===== src/rtl/fifo_stream_reader_if.sv =====
// rtl/fifo_stream_reader_if.sv - FIFO read-port and output-stream bundle for fifo_stream_reader
interface fifo_stream_reader_if #(
  parameter int DATA_WIDTH = 8
) ();
  logic                  fifo_rd_en;
  logic [DATA_WIDTH-1:0] fifo_dout;
  logic                  fifo_empty;
  logic                  fifo_full;
  logic                  fifo_wr_en;
  logic                  flush;
  logic                  m_valid;
  logic [DATA_WIDTH-1:0] m_data;
  logic                  m_ready;
  logic [1:0]            buf_count;

  modport master (
    output fifo_rd_en,
    input  fifo_dout,
    input  fifo_empty,
    input  fifo_full,
    input  fifo_wr_en,
    input  flush,
    output m_valid,
    output m_data,
    input  m_ready,
    output buf_count
  );

  modport slave (
    input  fifo_rd_en,
    output fifo_dout,
    output fifo_empty,
    output fifo_full,
    output fifo_wr_en,
    output flush,
    input  m_valid,
    input  m_data,
    output m_ready,
    input  buf_count
  );
endinterface


===== src/rtl/fifo_stream_reader.sv =====
// rtl/fifo_stream_reader.sv - FIFO read master with 2-entry skid buffer presenting a valid/ready stream
module fifo_stream_reader #(
  parameter int DATA_WIDTH = 8
) (
  input logic                 clk,
  input logic                 rst_n,
  fifo_stream_reader_if.master bus
);

  logic [DATA_WIDTH-1:0] entry [2];
  logic                  head;
  logic                  tail;
  logic                  inflight;
  logic [1:0]            count;

  logic                  pop;
  logic                  push;
  logic                  want_read;
  logic                  rd_en;
  logic [2:0]            occ_next;

  // Credit counts words already buffered plus the one still in the FIFO pipeline,
  // so a read is only issued when its data is guaranteed a free slot.
  always_comb begin
    pop       = (count != 2'd0) && bus.m_ready;
    push      = inflight && !bus.flush;
    occ_next  = {1'b0, count} + {2'b00, inflight} - {2'b00, pop};
    want_read = (occ_next < 3'd2);
    rd_en     = rst_n && want_read && !bus.fifo_empty
                && !(bus.fifo_full && bus.fifo_wr_en) && !bus.flush;
  end

  assign bus.fifo_rd_en = rd_en;
  assign bus.m_valid    = (count != 2'd0);
  assign bus.m_data     = entry[head];
  assign bus.buf_count  = count;

  always_ff @(posedge clk or negedge rst_n) begin
    if (!rst_n) begin
      entry[0] <= '0;
      entry[1] <= '0;
      head     <= 1'b0;
      tail     <= 1'b0;
      count    <= 2'd0;
      inflight <= 1'b0;
    end else begin
      inflight <= rd_en;
      if (bus.flush) begin
        // Realign head to tail so the next captured word becomes the head.
        count <= 2'd0;
        head  <= tail;
      end else begin
        if (push) begin
          entry[tail] <= bus.fifo_dout;
          tail        <= ~tail;
        end
        if (pop) begin
          head <= ~head;
        end
        count <= count + {1'b0, push} - {1'b0, pop};
      end
    end
  end

endmodule


===== src/flat_wrapper.sv =====
// flat-port wrapper written by rule: the top's interface ports become plain ports
module fifo_stream_reader_flat 
#(
  parameter int DATA_WIDTH = 8
)
  (clk, rst_n, bus_fifo_rd_en, bus_fifo_dout, bus_fifo_empty, bus_fifo_full, bus_fifo_wr_en, bus_flush, bus_m_valid, bus_m_data, bus_m_ready, bus_buf_count);
  fifo_stream_reader_if #(.DATA_WIDTH(DATA_WIDTH)) bus_i ();
  input logic clk;
  input logic rst_n;
  output wire logic [$bits(bus_i.fifo_rd_en)-1:0] bus_fifo_rd_en;
  input wire logic [$bits(bus_i.fifo_dout)-1:0] bus_fifo_dout;
  input wire logic [$bits(bus_i.fifo_empty)-1:0] bus_fifo_empty;
  input wire logic [$bits(bus_i.fifo_full)-1:0] bus_fifo_full;
  input wire logic [$bits(bus_i.fifo_wr_en)-1:0] bus_fifo_wr_en;
  input wire logic [$bits(bus_i.flush)-1:0] bus_flush;
  output wire logic [$bits(bus_i.m_valid)-1:0] bus_m_valid;
  output wire logic [$bits(bus_i.m_data)-1:0] bus_m_data;
  input wire logic [$bits(bus_i.m_ready)-1:0] bus_m_ready;
  output wire logic [$bits(bus_i.buf_count)-1:0] bus_buf_count;
  assign bus_fifo_rd_en = bus_i.fifo_rd_en;
  assign bus_i.fifo_dout = bus_fifo_dout;
  assign bus_i.fifo_empty = bus_fifo_empty;
  assign bus_i.fifo_full = bus_fifo_full;
  assign bus_i.fifo_wr_en = bus_fifo_wr_en;
  assign bus_i.flush = bus_flush;
  assign bus_m_valid = bus_i.m_valid;
  assign bus_m_data = bus_i.m_data;
  assign bus_i.m_ready = bus_m_ready;
  assign bus_buf_count = bus_i.buf_count;
  fifo_stream_reader #(.DATA_WIDTH(DATA_WIDTH)) u_core (.clk(clk), .rst_n(rst_n), .bus(bus_i));
endmodule

===== config.mk =====
export PLATFORM = sky130hd
export DESIGN_NAME = fifo_stream_reader_flat
export DESIGN_NICKNAME = d
export VERILOG_FILES = /design/src/rtl/fifo_stream_reader_if.sv /design/src/rtl/fifo_stream_reader.sv /design/src/flat_wrapper.sv
export SDC_FILE = /design/constraint.sdc
export NUM_CORES = 1
export LEC_CHECK = 0
export CAP_MARGIN = 20
export CORE_MARGIN = 4
export CORE_UTILIZATION = 47
export CTS_CLUSTER_DIAMETER = 40
export DETAILED_ROUTE_END_ITERATION = 6
export DONT_BUFFER_PORTS = 1
export MAX_ROUTING_LAYER = met4
export SLEW_MARGIN = 15
export SYNTH_ARGS = -nofsm -noshare
export SYNTH_HDL_FRONTEND = slang
export SYNTH_SLANG_ARGS = --single-unit

===== constraint.sdc =====
create_clock -name clk -period 2.2 [get_ports clk]
set_input_delay 0.33 -clock clk [delete_from_list [all_inputs] [get_ports clk]]
set_output_delay 0.33 -clock clk [all_outputs]
set_load 0.01 [all_outputs]

==> results.sh, run 1 <==
export IMPL_cts_root_buf="clkbuf_4"
export IMPL_cts_tree="yes"
export IMPL_critical_path_max_stage_delay_ns=0.47
export IMPL_std_cell_rows=16
export IMPL_setup_ws_ns=-0.295
export IMPL_placed_area_um2=1080
export IMPL_critPathKind="flop to output pin"
export IMPL_dieArea_um2=3030
export IMPL_outcome="finished with violations"
export IMPL_finalCritPeriodShare_pct=113
export IMPL_syn_inst=72
export IMPL_grt_pass1_vias=559
export IMPL_first_pass_iters=3
export IMPL_cts_sinks=21
export IMPL_synth_area_leader_cell="dfrtp_1"
export IMPL_syn_area_um2=1040
export IMPL_p_per_area_nw_per_um2=1310
export IMPL_start_util_pct=51.4
export IMPL_drive_gt1_share_pct=47.4
export IMPL_wl_per_cell_um=15.8
export IMPL_final_area_um2=1120
export IMPL_synth_top_area_share_pct=50.6
export IMPL_via_per_inst=5.03
export IMPL_min_path_type="input pin to flop"
export IMPL_grt_overflow=0
export IMPL_timing_rr_start="u_core.bus.buf_count[0]$_DFF_PN0_"
export IMPL_violations="negative setup slack"
export IMPL_reg2reg_to="u_core.inflight$_DFF_PN0_"
export IMPL_io_pins=27
export IMPL_gp_congestion=0.784
export IMPL_yosysWarnings=0
export IMPL_num_vias=528
export IMPL_async_reset_ff_share_pct=100
export IMPL_cts_setup_buffers=0
export IMPL_crit_end="bus_fifo_rd_en"
export IMPL_stdcell_count=105
export IMPL_nets=98
export IMPL_drtIter0Drc=3
export IMPL_path_cells="o21a_1 -> ha_1 -> inv_2 -> nand2_2 -> fa_1 -> nand4bb_1 -> a211oi_2"
export IMPL_crit_arrival_ns=2.17
export IMPL_cp_start_kind="flop"
export IMPL_post_route_min_period_ns=2.50
export IMPL_setup_viol=1
export IMPL_reg2reg_depth=7
export IMPL_track_usage_pct=13.0
export IMPL_cp_max_fo=3
export IMPL_drc=0
export IMPL_p_leak_nw=0.524
export IMPL_numCtsBuffers=3
export IMPL_critPathLaunch="u_core.bus.buf_count[0]$_DFF_PN0_"
export IMPL_synthFlopType="dfrtp_1"
export IMPL_power_mw=1.47
export IMPL_cap_violations=0
export IMPL_clk_path_buf_depth=2
export IMPL_postRouteWirelength_um=1660
export IMPL_area_growth_pct=8.07
export IMPL_multi_input_area_um2=489
export IMPL_r2r_setup_slack_ns=0.22
export IMPL_vdd_drop_max_mv=0.655
export IMPL_ys_types=19
export IMPL_slew_headroom_pct=39.7
export IMPL_synth_edf_count=0
export IMPL_post_place_cells=100
export IMPL_clkTransAtPathRegs_ns=0.10
export IMPL_fillers=170
export IMPL_yosys_register_bits=21
export IMPL_skew_ns=0.00218
export IMPL_holdWs_ns=0.0894
export IMPL_hold_violations=0
export IMPL_top_layer="met4"
export IMPL_syn_num_nets=91
export IMPL_rsz0062_at_grt="yes"
export IMPL_worstSetupEndpointType="output pin"
export IMPL_max_freq_mhz=401
export IMPL_ys_seq_area_share_pct=50.6
export IMPL_grt_max_degree=22
export IMPL_required_ns=1.87
export IMPL_synth_area_top_cells="dfrtp_1 51%, mux2_2 17%, mux2_4 12%"
export IMPL_htree_levels=1
export IMPL_wl_met2_um=827
export IMPL_die_w_um=55.0
export IMPL_tightest_slew_ns=0.901
export IMPL_syn_avg_cell_area_um2=14.4
export IMPL_ff_latch_area_um2=526
export IMPL_slowest_stage="fa_1"
export IMPL_core_region_area_um2=2020
export IMPL_die_h_um=55.0
export IMPL_maxSlewViolCount=0
export IMPL_clk_latency_ns=0.29
export IMPL_grt_pass1_wl_um=2560
export IMPL_wl_met3_um=112
export IMPL_met1_length_um=704
export IMPL_diodes=0
export IMPL_dp_hpwl_um=1240
export IMPL_antenna_left=0
export IMPL_antenna_found_initial=0
export IMPL_portBuffers=0
state kept, by name (all words and copies together), names as in the netlist:
| name | count |
|---|---|
| u_core.entry | 16 |
| u_core.bus.buf_count | 2 |
| u_core.head | 1 |
| u_core.inflight | 1 |
| u_core.tail | 1 |
layout make-up:
class                      count  share of cell area (%)
sequential                    21                    46.8
tap                           27                    3.01
timing repair buffer           4                    2.90
inverter                       4                    1.34
clock buffer                   4                    2.34
multi-input combinational     45                    43.6
report_power, final:
part	internal, mW	total (mW)	leakage [nW]	switching [mW]
Combinational	0.354	0.619	0.238	0.265
Sequential	0.552	0.674	0.270	0.122
Clock	0.0705	0.175	0.0150	0.104
Total	0.977	1.47	0.524	0.491
cells by family after synthesis:
| group | after synthesis | synth area share, % |
|---|---|---|
| flops | 21 | 50.6 |
| buf+inv | 6 | 3.01 |
| mux | 24 | 28.9 |
| xor+xnor | 3 | 2.53 |
| simple gates | 10 | 6.99 |
| fa+ha+maj | 4 | 5.54 |
| compound gates | 4 | 2.41 |
per-layer routing:
layer | vias up | GRT usage [%]
li1 | 257 | -
met1 | 254 | 15.2
met2 | 15 | 20.7
met3 | 2 | 5.09
met4 | 0 | 3.64
met5 | - | -
stage by stage:
stage	utilization [%]	setup slack (ns)	TNS, ns
after floorplan	-	0.0144	0
after global placement	53.6	0.0429	0
after detailed placement	53.6	0.0193	0
after CTS	55.5	-0.334	-0.334
after global routing	55.5	-0.435	-0.435
final	55.5	-0.295	-0.295
how the worst min path moves through the flow:
stage / cells past startpoint / slack [ns] / end / from
floorplan: 0 / 0.03 / u_core.bus.buf_count[0]$_DFF_PN0_ / rst_n
global placement: 0 / 0.03 / u_core.inflight$_DFF_PN0_ / rst_n
detailed placement: 0 / 0.04 / u_core.inflight$_DFF_PN0_ / rst_n
CTS: 1 / 0.07 / u_core.bus.buf_count[1]$_DFF_PN0_ / bus_flush
global route: 1 / 0.06 / u_core.bus.buf_count[1]$_DFF_PN0_ / bus_flush
finish: 1 / 0.09 / u_core.bus.buf_count[1]$_DFF_PN0_ / bus_flush
synthesized netlist by cell type (2+ instances only):
cell type,number
inv_1,4
nand2_1,4
nor2b_4,2
mux2_2,16
o21ai_0,2
mux2_4,8
ha_1,3
dfrtp_1,21
xnor2_1,2
worst max-delay path, delay by kind of cell, from the launching register on:
| kind | cells | cell delay [ns] |
|---|---|---|
| adder cells (fa/ha/maj) | 2 | 0.75 |
| AND/OR/NAND/NOR | 2 | 0.17 |
| flip-flops | 1 | 0.40 |
| AO/OA/AOI/OAI | 2 | 0.49 |
| buffers and inverters | 1 | 0.07 |
placed cells by master (no fill, tap or decap):
cell type / netlist / layout
nor2_1: 1 / 1
nand2_2: 1 / 2
fa_1: 1 / 1
and2b_2: 1 / 1
buf_4: 0 / 3
dfrtp_1: 21 / 21
o21ai_0: 2 / 2
mux2_2: 16 / 16
inv_1: 4 / 3
clkbuf_4: 0 / 3
o21a_1: 1 / 1
inv_2: 0 / 1
xnor2_1: 2 / 2
dlygate4sd3_1: 0 / 1
clkbuf_1: 0 / 1
nand4bb_1: 1 / 1
mux2_4: 8 / 8
xor2_1: 1 / 1
ha_1: 3 / 3
nor2b_4: 2 / 2
nand2_1: 4 / 3
a211oi_2: 0 / 1
timing repair:
| item | in CTS | in global routing |
|---|---|---|
| endpoints found under the setup margin | 1 | 1 |
| hold buffers | 1 | 0 |
| pin swaps | 0 | 0 |
| resized for setup | 2 | 0 |
| hold endpoints to repair | 21 | 0 |
Power figures use the tool's default switching activity.
==> run 2: changes to the inputs <==
--- a/config.mk
+++ b/config.mk
@@ -9,4 +9,5 @@
 export CORE_MARGIN = 4
 export CORE_UTILIZATION = 47
+export CTS_BUF_LIST = sky130_fd_sc_hd__clkbuf_8
 export CTS_CLUSTER_DIAMETER = 40
 export DETAILED_ROUTE_END_ITERATION = 6
==> constraint.sdc (replaced) <==
create_clock -name clk -period 2.2 [get_ports clk]
set_input_delay 0.22 -clock clk [delete_from_list [all_inputs] [get_ports clk]]
set_output_delay 0.22 -clock clk [all_outputs]
set_load 0.01 [all_outputs]
==> run 2 against run 1 <==
- the run still ends with negative setup slack left
- via count up 2.7%
- sequential share of layout area is 1.6 points lower
- cell count is 1.9% higher
- clock-buffer cell count fell by 1
- critical path depth unchanged
- critical endpoint unchanged
- sequential power rose by 0.7%
- die area did not move
- sequential cell count stayed put
- highest routed layer unchanged
==> results.sh, run 2 (same netlist as run 1, synthesis figures left out) <==
export IMPL_outcome="finished with violations"
export IMPL_violations="negative setup slack"
export IMPL_largest_register_ffs=16
export IMPL_p_per_area_nw_per_um2=1350
export IMPL_core_region_area_um2=2020
export IMPL_regMostFlops="u_core.entry"
export IMPL_via_per_inst=5.07
export IMPL_finalCritPeriodShare_pct=106
export IMPL_grt_pass1_vias=576
export IMPL_timing_rr_start="u_core.bus.buf_count[0]$_DFF_PN0_"
export IMPL_io_pins=27
export IMPL_start_util_pct=51.4
export IMPL_critPathLaunch="u_core.bus.buf_count[0]$_DFF_PN0_"
export IMPL_gp_congestion=0.701
export IMPL_tightest_slew_ns=0.926
export IMPL_cp_max_fo=2
export IMPL_dp_hpwl_um=1220
export IMPL_fin_tns_setup_ns=-0.139
export IMPL_diodes=0
export IMPL_grt_overflow=0
export IMPL_seqPwrFrac_pct=43.3
export IMPL_postLayoutCoreUtil_pct=57.5
export IMPL_final_cell_mix="21 x dfrtp_1, 16 x mux2_2, 8 x mux2_4"
export IMPL_first_pass_iters=3
export IMPL_crit_end="bus_fifo_rd_en"
export IMPL_clkTransAtPathRegs_ns=0.08
export IMPL_crit_arrival_ns=2.12
export IMPL_drive_gt1_share_pct=48.8
export IMPL_drtIter0Drc=1
export IMPL_final_common_cell="dfrtp_1"
export IMPL_max_freq_mhz=427
export IMPL_cp_start_kind="flop"
export IMPL_dieArea_um2=3030
export IMPL_setup_viol=1
export IMPL_slew_headroom_pct=38.1
export IMPL_skew_ns=0.00759
export IMPL_hold_path_depth=1
export IMPL_reg2reg_to="u_core.inflight$_DFF_PN0_"
export IMPL_stdcell_count=107
export IMPL_post_route_min_period_ns=2.34
export IMPL_grt_pass1_wl_um=2720
export IMPL_antenna_left=0
export IMPL_nets=100
export IMPL_die_w_um=55.0
export IMPL_clk_latency_ns=0.26
export IMPL_cap_violations=0
export IMPL_cts_tree="yes"
export IMPL_setup_ws_ns=-0.139
export IMPL_combPwrFrac_pct=40.6
export IMPL_hold_violations=0
export IMPL_p_clk_share_pct=16.1
export IMPL_rsz0062_at_grt="yes"
export IMPL_htree_levels=1
export IMPL_cts_root_buf="clkbuf_8"
export IMPL_antenna_found_initial=0
export IMPL_required_ns=1.98
export IMPL_reg2reg_depth=7
export IMPL_power_mw=1.57
export IMPL_drc=0
export IMPL_sw_frac_of_total_pct=33.3
export IMPL_post_place_cells=99
export IMPL_critPathKind="flop to output pin"
export IMPL_r2r_setup_slack_ns=0.22
export IMPL_std_cell_rows=16
export IMPL_num_vias=542
export IMPL_p_sw_mw=0.522
export IMPL_numCtsBuffers=3
export IMPL_area_growth_pct=11.9
export IMPL_track_usage_pct=13.8
export IMPL_grt_max_degree=22
export IMPL_vdd_drop_max_mv=0.734
export IMPL_worstSetupEndpointType="output pin"
export IMPL_wl_per_cell_um=16.4
export IMPL_maxSlewViolCount=0
export IMPL_intPower_mw=1.05
export IMPL_postRouteWirelength_um=1750
export IMPL_clk_path_buf_depth=2
export IMPL_min_path_type="input pin to flop"
export IMPL_portBuffers=0
export IMPL_cts_sinks=21
export IMPL_p_leak_nw=0.540
export IMPL_die_h_um=55.0
## run 2: cell count changes in the layout (fill, tap and decap cells not counted)
| cell | previous run | this run |
|---|---|---|
| clkinvlp_4 | 0 | 1 |
| clkbuf_8 | 0 | 3 |
| dlygate4sd3_1 | 1 | 2 |
| clkbuf_4 | 3 | 0 |
| buf_4 | 3 | 4 |
| clkbuf_1 | 1 | 0 |
## run 2: how the worst min path moves through the flow
| stage | slack, ns | endpoint | from |
|---|---|---|---|
| 2_1_floorplan | -0.08 | u_core.bus.buf_count[0]$_DFF_PN0_ | rst_n |
| 3_3_place_gp | -0.08 | u_core.inflight$_DFF_PN0_ | rst_n |
| 3_5_place_dp | -0.07 | u_core.inflight$_DFF_PN0_ | rst_n |
| 4_1_cts | 0.0008 | u_core.bus.buf_count[1]$_DFF_PN0_ | bus_flush |
| 5_1_grt | 0.06 | u_core.head$_DFFE_PN0P_ | bus_flush |
| 6_report | 0.06 | u_core.head$_DFFE_PN0P_ | bus_flush |
## run 2: repair_timing
| action | CTS | global route |
|---|---|---|
| gates resized for setup | 2 | 0 |
| gates cloned | 0 | 0 |
| hold endpoints to repair | 21 | 1 |
| buffers inserted | 2 | 0 |
| hold buffers | 1 | 1 |
| endpoints found under the setup margin | 1 | 1 |
| pin swaps | 4 | 0 |
## run 2: layout make-up
cell class	instances	area (µm²)
Fill cell	165	860
Sequential cell	21	526
Multi-Input combinational cell	45	489
Timing Repair Buffer	6	50.0
Clock buffer	3	41.3
Tap cell	27	33.8
Inverter	4	15.0
Clock inverter	1	7.51
## run 2: metrics by stage
| stage | hold WS, ns | instance area, µm² | worst slack, ns |
|---|---|---|---|
| 2_1_floorplan | -0.0756 | 1040 | 0.0600 |
| 3_3_place_gp | -0.0751 | 1080 | 0.0925 |
| 3_5_place_dp | -0.0750 | 1080 | 0.0580 |
| 4_1_cts | 0.000844 | 1150 | -0.146 |
| 5_1_grt | 0.0569 | 1160 | -0.283 |
| 6_report | 0.0620 | 1160 | -0.139 |
## run 2: worst max-delay path, stage by stage (launching register included)
cell and delay [ns]:
dfrtp_1 0.38, o21a_1 0.21, ha_1 0.28, inv_2 0.07, nand2_2 0.05, fa_1 0.47, nand4bb_1 0.11, a211oi_2 0.28
## run 2: power by group through the flow
stage,combinational (mW),clock (mW),sequential (mW)
floorplan,0.527,0,0.642
global route,0.697,0.282,0.702
finish,0.637,0.252,0.679
CTS,0.645,0.263,0.683
global placement,0.588,0,0.681
detailed placement,0.604,0,0.685
## run 2: metal layers
metal / vias up / GRT usage [%] / wire, µm
met1: 257 / 17.1 / 734
met3: 2 / 5.36 / 145
li1: 264 / - / -
met5: - / - / 0
met4: 0 / 2.43 / 14
met2: 19 / 21.7 / 858
